File: src/rtl/cpu_controller_pkg.sv
// Shared encodings for the 16-bit CPU controller: widths, opcode/ext fields,
// condition codes, FSM states and the instruction-class decoder.
`ifndef DATAWIDTH
`define DATAWIDTH 16
`endif
`ifndef REGWIDTH
`define REGWIDTH 4
`endif

package cpu_controller_pkg;

  localparam int DW = `DATAWIDTH;
  localparam int RW = `REGWIDTH;

  typedef enum logic [2:0] {
    ST_FETCH,
    ST_DECODE,
    ST_EXECUTE,
    ST_MEM,
    ST_WRITEBACK
  } state_t;

  typedef enum logic [2:0] {
    CLS_NOP,
    CLS_ALU_R,
    CLS_ALU_I,
    CLS_LOAD,
    CLS_STOR,
    CLS_JCOND,
    CLS_JAL,
    CLS_BCOND
  } iclass_t;

  localparam logic [3:0] OP_RTYPE   = 4'h0;
  localparam logic [3:0] OP_SPECIAL = 4'h4;
  localparam logic [3:0] OP_BCOND   = 4'hC;
  localparam logic [3:0] OP_NOP_LO  = 4'hD;

  localparam logic [3:0] EXT_LOAD  = 4'h0;
  localparam logic [3:0] EXT_STOR  = 4'h4;
  localparam logic [3:0] EXT_JAL   = 4'h8;
  localparam logic [3:0] EXT_JCOND = 4'hC;

  localparam logic [3:0] COND_EQ = 4'h0;
  localparam logic [3:0] COND_NE = 4'h1;
  localparam logic [3:0] COND_LT = 4'hC;
  localparam logic [3:0] COND_UC = 4'hE;

  localparam logic [3:0]    ALU_NONE = 4'h0;
  localparam logic [RW-1:0] LINK_REG = 4'hF;

  function automatic iclass_t decode_class(input logic [DW-1:0] ir);
    iclass_t cls;
    cls = CLS_NOP;
    if (ir[15:12] == OP_RTYPE) begin
      cls = CLS_ALU_R;
    end else if (ir[15:12] == OP_SPECIAL) begin
      case (ir[7:4])
        EXT_LOAD:  cls = CLS_LOAD;
        EXT_STOR:  cls = CLS_STOR;
        EXT_JAL:   cls = CLS_JAL;
        EXT_JCOND: cls = CLS_JCOND;
        default:   cls = CLS_NOP;
      endcase
    end else if (ir[15:12] == OP_BCOND) begin
      cls = CLS_BCOND;
    end else if (ir[15:12] >= OP_NOP_LO) begin
      cls = CLS_NOP;
    end else begin
      cls = CLS_ALU_I;
    end
    return cls;
  endfunction

  function automatic logic [DW-1:0] sext8(input logic [7:0] v);
    return {{(DW-8){v[7]}}, v};
  endfunction

endpackage

File: src/rtl/cpu_controller_cond_eval.sv
// Branch/jump condition evaluator: maps a 4-bit condition code and the PSR
// zero/less-than flags onto a taken decision.
module cpu_controller_cond_eval
  import cpu_controller_pkg::*;
(
  input  logic [3:0] cond,
  input  logic       flag_z,
  input  logic       flag_n,
  output logic       taken
);

  always_comb begin
    taken = 1'b0;
    case (cond)
      COND_EQ: taken = flag_z;
      COND_NE: taken = ~flag_z;
      COND_LT: taken = flag_n;
      COND_UC: taken = 1'b1;
      default: taken = 1'b0;
    endcase
  end

endmodule

File: src/rtl/cpu_controller.sv
// Multi-cycle fetch/decode/execute/writeback controller. Owns PC and IR and
// drives every datapath control from flops so nothing downstream sees a glitch.
module cpu_controller
  import cpu_controller_pkg::*;
#(
  parameter logic [DW-1:0] RESET_PC = 16'h0000
) (
  input  logic          clk,
  input  logic          reset,
  output logic          imem_req,
  output logic [DW-1:0] imem_addr,
  input  logic [DW-1:0] imem_rdata,
  input  logic          imem_ack,
  output logic          dmem_req,
  output logic          dmem_we,
  input  logic          dmem_ack,
  output logic [RW-1:0] rSrc,
  output logic [RW-1:0] rDst,
  output logic          write,
  output logic [DW-1:0] pc,
  input  logic [DW-1:0] dSrc,
  output logic [3:0]    alu_op,
  output logic [DW-1:0] imm,
  output logic          imm_sel,
  output logic          wb_sel,
  output logic          flags_we,
  input  logic          flag_z,
  input  logic          flag_n
);

  state_t        state_q, state_d;
  logic [DW-1:0] pc_q, pc_d;
  logic [DW-1:0] ir_q, ir_d;
  logic          imem_req_q, imem_req_d;
  logic          dmem_req_q, dmem_req_d;
  logic          dmem_we_q, dmem_we_d;
  logic          write_q, write_d;
  logic          flags_we_q, flags_we_d;
  logic          imm_sel_q, imm_sel_d;
  logic          wb_sel_q, wb_sel_d;
  logic [RW-1:0] rsrc_q, rsrc_d;
  logic [RW-1:0] rdst_q, rdst_d;
  logic [3:0]    alu_op_q, alu_op_d;
  logic [DW-1:0] imm_q, imm_d;

  iclass_t cls_cur, cls_nxt;
  logic    cond_taken;

  assign cls_cur = decode_class(ir_q);
  assign cls_nxt = decode_class(ir_d);

  cpu_controller_cond_eval u_cond_eval (
    .cond   (ir_q[11:8]),
    .flag_z (flag_z),
    .flag_n (flag_n),
    .taken  (cond_taken)
  );

  // Acks only count while our own request flop is high, so stray or late acks are harmless.
  always_comb begin
    state_d = state_q;
    pc_d    = pc_q;
    ir_d    = ir_q;
    unique case (state_q)
      ST_FETCH: begin
        if (imem_req_q && imem_ack) begin
          ir_d    = imem_rdata;
          state_d = ST_DECODE;
        end
      end
      ST_DECODE: begin
        pc_d    = pc_q + 16'd1;
        state_d = ST_EXECUTE;
      end
      ST_EXECUTE: begin
        case (cls_cur)
          CLS_ALU_R, CLS_ALU_I, CLS_JAL: state_d = ST_WRITEBACK;
          CLS_LOAD, CLS_STOR:            state_d = ST_MEM;
          CLS_BCOND: begin
            if (cond_taken) pc_d = pc_q + sext8(ir_q[7:0]);
            state_d = ST_FETCH;
          end
          CLS_JCOND: begin
            if (cond_taken) pc_d = dSrc;
            state_d = ST_FETCH;
          end
          default: state_d = ST_FETCH;
        endcase
      end
      ST_MEM: begin
        if (dmem_req_q && dmem_ack) begin
          state_d = (cls_cur == CLS_LOAD) ? ST_WRITEBACK : ST_FETCH;
        end
      end
      ST_WRITEBACK: begin
        if (cls_cur == CLS_JAL) pc_d = dSrc;
        state_d = ST_FETCH;
      end
      default: state_d = ST_FETCH;
    endcase
  end

  // Outputs are computed for the state being entered and then registered.
  always_comb begin
    imem_req_d = (state_d == ST_FETCH);
    dmem_req_d = (state_d == ST_MEM);
    dmem_we_d  = (state_d == ST_MEM) && (cls_nxt == CLS_STOR);
    flags_we_d = (state_d == ST_EXECUTE) &&
                 ((cls_nxt == CLS_ALU_R) || (cls_nxt == CLS_ALU_I));
    write_d    = (state_d == ST_WRITEBACK);
    wb_sel_d   = (state_d == ST_WRITEBACK) && (cls_nxt == CLS_LOAD);
    rsrc_d     = ir_d[3:0];
    rdst_d     = ((state_d == ST_WRITEBACK) && (cls_nxt == CLS_JAL)) ? LINK_REG : ir_d[11:8];
    imm_sel_d  = (cls_nxt == CLS_ALU_I);
    imm_d      = (cls_nxt == CLS_ALU_I) ? sext8(ir_d[7:0]) : '0;
    alu_op_d   = ALU_NONE;
    if (cls_nxt == CLS_ALU_R) alu_op_d = ir_d[7:4];
    else if (cls_nxt == CLS_ALU_I) alu_op_d = ir_d[15:12];
  end

  always_ff @(posedge clk or posedge reset) begin
    if (reset) begin
      state_q    <= ST_FETCH;
      pc_q       <= RESET_PC;
      ir_q       <= '0;
      imem_req_q <= 1'b0;
      dmem_req_q <= 1'b0;
      dmem_we_q  <= 1'b0;
      write_q    <= 1'b0;
      flags_we_q <= 1'b0;
      imm_sel_q  <= 1'b0;
      wb_sel_q   <= 1'b0;
      rsrc_q     <= '0;
      rdst_q     <= '0;
      alu_op_q   <= '0;
      imm_q      <= '0;
    end else begin
      state_q    <= state_d;
      pc_q       <= pc_d;
      ir_q       <= ir_d;
      imem_req_q <= imem_req_d;
      dmem_req_q <= dmem_req_d;
      dmem_we_q  <= dmem_we_d;
      write_q    <= write_d;
      flags_we_q <= flags_we_d;
      imm_sel_q  <= imm_sel_d;
      wb_sel_q   <= wb_sel_d;
      rsrc_q     <= rsrc_d;
      rdst_q     <= rdst_d;
      alu_op_q   <= alu_op_d;
      imm_q      <= imm_d;
    end
  end

  assign imem_req  = imem_req_q;
  assign imem_addr = pc_q;
  assign pc        = pc_q;
  assign dmem_req  = dmem_req_q;
  assign dmem_we   = dmem_we_q;
  assign write     = write_q;
  assign flags_we  = flags_we_q;
  assign imm_sel   = imm_sel_q;
  assign wb_sel    = wb_sel_q;
  assign rSrc      = rsrc_q;
  assign rDst      = rdst_q;
  assign alu_op    = alu_op_q;
  assign imm       = imm_q;

endmodule

File: config.mk
export PLATFORM = sky130hd
export DESIGN_NAME = cpu_controller
export DESIGN_NICKNAME = d
export VERILOG_FILES = /design/src/rtl/cpu_controller_pkg.sv /design/src/rtl/cpu_controller_cond_eval.sv /design/src/rtl/cpu_controller.sv
export SDC_FILE = /design/constraint.sdc
export NUM_CORES = 1
export LEC_CHECK = 0
export CAP_MARGIN = 20
export CORE_UTILIZATION = 49
export DETAILED_ROUTE_END_ITERATION = 12
export PLACE_DENSITY = 0.9
export SETUP_SLACK_MARGIN = 0.3
export SYNTH_ARGS = -nofsm -noshare
export SYNTH_HDL_FRONTEND = slang
export SYNTH_HIERARCHICAL = 1
export SYNTH_SLANG_ARGS = --single-unit
export TNS_END_PERCENT = 30
File: constraint.sdc
create_clock -name clk -period 3.1 [get_ports clk]
set_input_delay 0.465 -clock clk [delete_from_list [all_inputs] [get_ports clk]]
set_output_delay 0.465 -clock clk [all_outputs]
set_load 0.01 [all_outputs]
==> flow_summary.json <==
{
  "status": "finished, final reports clean",
  "yosysTopAreaCellShare_pct": 37.12,
  "die_area_um2": 8341,
  "avgSynthCellArea_um2": 9.136,
  "tns_ns": 0,
  "slowest_stage": "dfrtp_1",
  "port_buffers": 104,
  "synth.most_common_cell": "dfrtp_1",
  "fmax_ghz": 0.3778,
  "dpl_cell_area_um2": 4868,
  "crit_type": "flop to flop",
  "cts_tree": "yes",
  "cts.sink_count": 58,
  "rr_endpoint": "imem_addr[10]",
  "fp.dieW_um": 91.33,
  "cts_resized": 0,
  "vias": 3691,
  "drtPass1Iterations": 5,
  "cts.clk_slew.worst_paths_ns": 0.08,
  "p_per_area_nw_per_um2": 1168,
  "synth_ff_type": "dfrtp_1",
  "synthAdderAreaFrac_pct": 5.632,
  "p_switching_w": 0.002725,
  "ctsHoldBuffers": 0,
  "routabilityCongestion": 0.9731,
  "clock_path_buffers": 2,
  "synth_xor_area_share_pct": 4.256,
  "antenna_found_initial": 0,
  "syn_inst": 428,
  "diodes": 0,
  "synth_top_family_by_area": "simple AND/OR/NAND/NOR gates",
  "r2r_slack_ns": 0.45,
  "synthArstFlopShare_pct": 100.0,
  "worstHoldPathType": "input port to asynchronous set/reset pin",
  "ys_seq_area_share_pct": 37.12,
  "final_util_pct": 65.71,
  "htree_levels": 3,
  "rows": 32,
  "p_sw_share_pct": 45.95,
  "ant_nets": 0,
  "synth_compound_area_share_pct": 18.50,
  "synth_mux_area_share_pct": 5.696,
  "dp_hpwl_um": 7918,
  "power_frac_comb_pct": 62.1,
  "vdd_drop_max_mv": 0.6193,
  "yosys.area.top_type": "dfrtp_1",
  "overflow": 0,
  "crit_buf_inv": 0,
  "skew_ns": 0.009268,
  "synthSimpleGateAreaFrac_pct": 19.65,
  "routedWlPerCell_um": 17.62,
  "clk_latency_ns": 0.35,
  "grt_max_degree": 31,
  "r2r_start": "imem_addr[0]",
  "reg2reg_depth": 8,
  "cts_setup_buffers": 0,
  "initial_core_util_pct": 50.60,
  "rsz0062_at_grt": "no",
  "relSlewSlack_pct": 55.43,
  "cap_violations": 0,
  "nets": 564,
  "finish.instance_area_um2": 5077,
  "area_growth_pct": 29.86,
  "drive_gt1_share_pct": 9.339,
  "path_cells": "ha_1 -> fa_1 -> a21o_1 -> a221o_1 -> a32oi_2 -> a21boi_0 -> a221oi_1 -> o21ai_0",
  "finalMaxSlewViolations": 0,
  "synthTopCellsByCount": "dfrtp_1 (58), nor2_1 (42), nand2_1 (32)",
  "arrival_ns": 2.92,
  "wirelength_um": 10850,
  "cp.required_ns": 3.37,
  "hold_ws_ns": 0.5346,
  "grtUsageTotal_pct": 26.99,
  "start_kind": "flop",
  "netlist_area_um2": 3910,
  "cts_buffers": 9,
  "drtIter0Drc": 362,
  "synth_seq_cells": 58,
  "grt_pass1_wl_um": 17640,
  "drc": 0,
  "core_um2": 7727,
  "cp_max_fo": 8,
  "static-leakage-power_nw": 2.158,
  "internal_power_w": 0.003205,
  "grt_pass1_vias": 3584,
  "critPathTopFamily": "compound AO/OA/AOI/OAI gates",
  "ys_top_cells_by_area": "dfrtp_1 (37%), buf_4 (5.6%), ha_1 (5.1%)",
  "setup_viol": 0,
  "cts_root_buf": "clkbuf_8",
  "synthesis.nets": 483,
  "synth_cell_types": 63,
  "ys_warn_count": 6,
  "ios": 105,
  "cpPeakStageDelay_ns": 0.47,
  "via_per_inst": 5.992,
  "die_y_um": 91.33,
  "finalCritPeriodShare_pct": 85.39,
  "synth_enable_flop_cells": 0,
  "share_seq_of_total_power_pct": 25.6,
  "worst_slew_pin_slew_ns": 0.6676,
  "cp-end-kind": "flop",
  "period_minus_slack_ns": 2.647,
  "hold_viol": 0,
  "clockPowerShare_pct": 12.3
}
cell families after synthesis:
kind of cell / after synthesis
fa+ha+maj: 17
compound gates: 107
flops: 58
xor+xnor: 19
simple gates: 145
buf+inv: 61
mux: 21
worst max-delay path by stage:
stage	end	slack, ns	depth (start not counted)	from
2_1_floorplan	imem_addr[14]	0.66	8	imem_addr[0]
3_3_place_gp	imem_addr[14]	0.51	8	imem_addr[0]
5_1_grt	imem_addr[10]	0.30	8	imem_addr[0]
6_report	imem_addr[10]	0.45	8	imem_addr[0]
4_1_cts	imem_addr[10]	0.40	8	imem_addr[0]
3_5_place_dp	imem_addr[10]	0.40	8	imem_addr[0]
sequential cells by signal, summed over array words and instances (netlist names), 3 cells and up:
name / count
ir_q: 13
rDst: 4
alu_op: 4
imm: 8
state_q: 3
imem_addr: 16
rSrc: 3
stage by stage:
step | setup slack, ns | power [W] | std cells
2_1_floorplan | 0.6629 | 0.003950 | 428
3_3_place_gp | 0.5067 | 0.004975 | 600
3_5_place_dp | 0.3980 | 0.005113 | 600
4_1_cts | 0.4042 | 0.005872 | 616
5_1_grt | 0.2957 | 0.006360 | 616
6_report | 0.4530 | 0.005930 | 616
routing by layer:
| metal | vias to the layer above | global-route usage [%] | part of all wire, % |
|---|---|---|---|
| met1 | 1756 | 35.32 | 42 |
| met3 | 35 | 6.616 | 9.2 |
| li1 | 1688 | - | - |
| met5 | - | 0 | 0 |
| met2 | 212 | 42.11 | 46 |
| met4 | 0 | 12.57 | 3.1 |
final cells by class:
class                      instances  area, µm²
clock buffer                       9      123.9
clock inverter                     7      77.57
fill                             629       2650
inverter                          18      67.56
multi-input combinational        309       2108
sequential                        58       1451
tap                              102      127.6
timing repair buffer             113       1121
cell usage in the layout (no fill, tap or decap), drive strengths merged, types with 12 or more instances in the layout:
cell	count
xnor2	12
clkdlybuf4s50	104
o21ai	30
nand2	32
ha	16
dfrtp	58
nand3	13
inv	20
nor2	43
a21oi	23
power by group through the flow:
stage / Combinational (W) / Sequential, W / Clock, W
floorplan: 0.00246 / 0.00149 / 0
CTS: 0.00362 / 0.00151 / 0.000736
finish: 0.00368 / 0.00152 / 0.000728
global route: 0.00401 / 0.00157 / 0.000774
global placement: 0.00348 / 0.00150 / 0
detailed placement: 0.00359 / 0.00152 / 0
No activity file was read; power rests on OpenSTA's default activity.
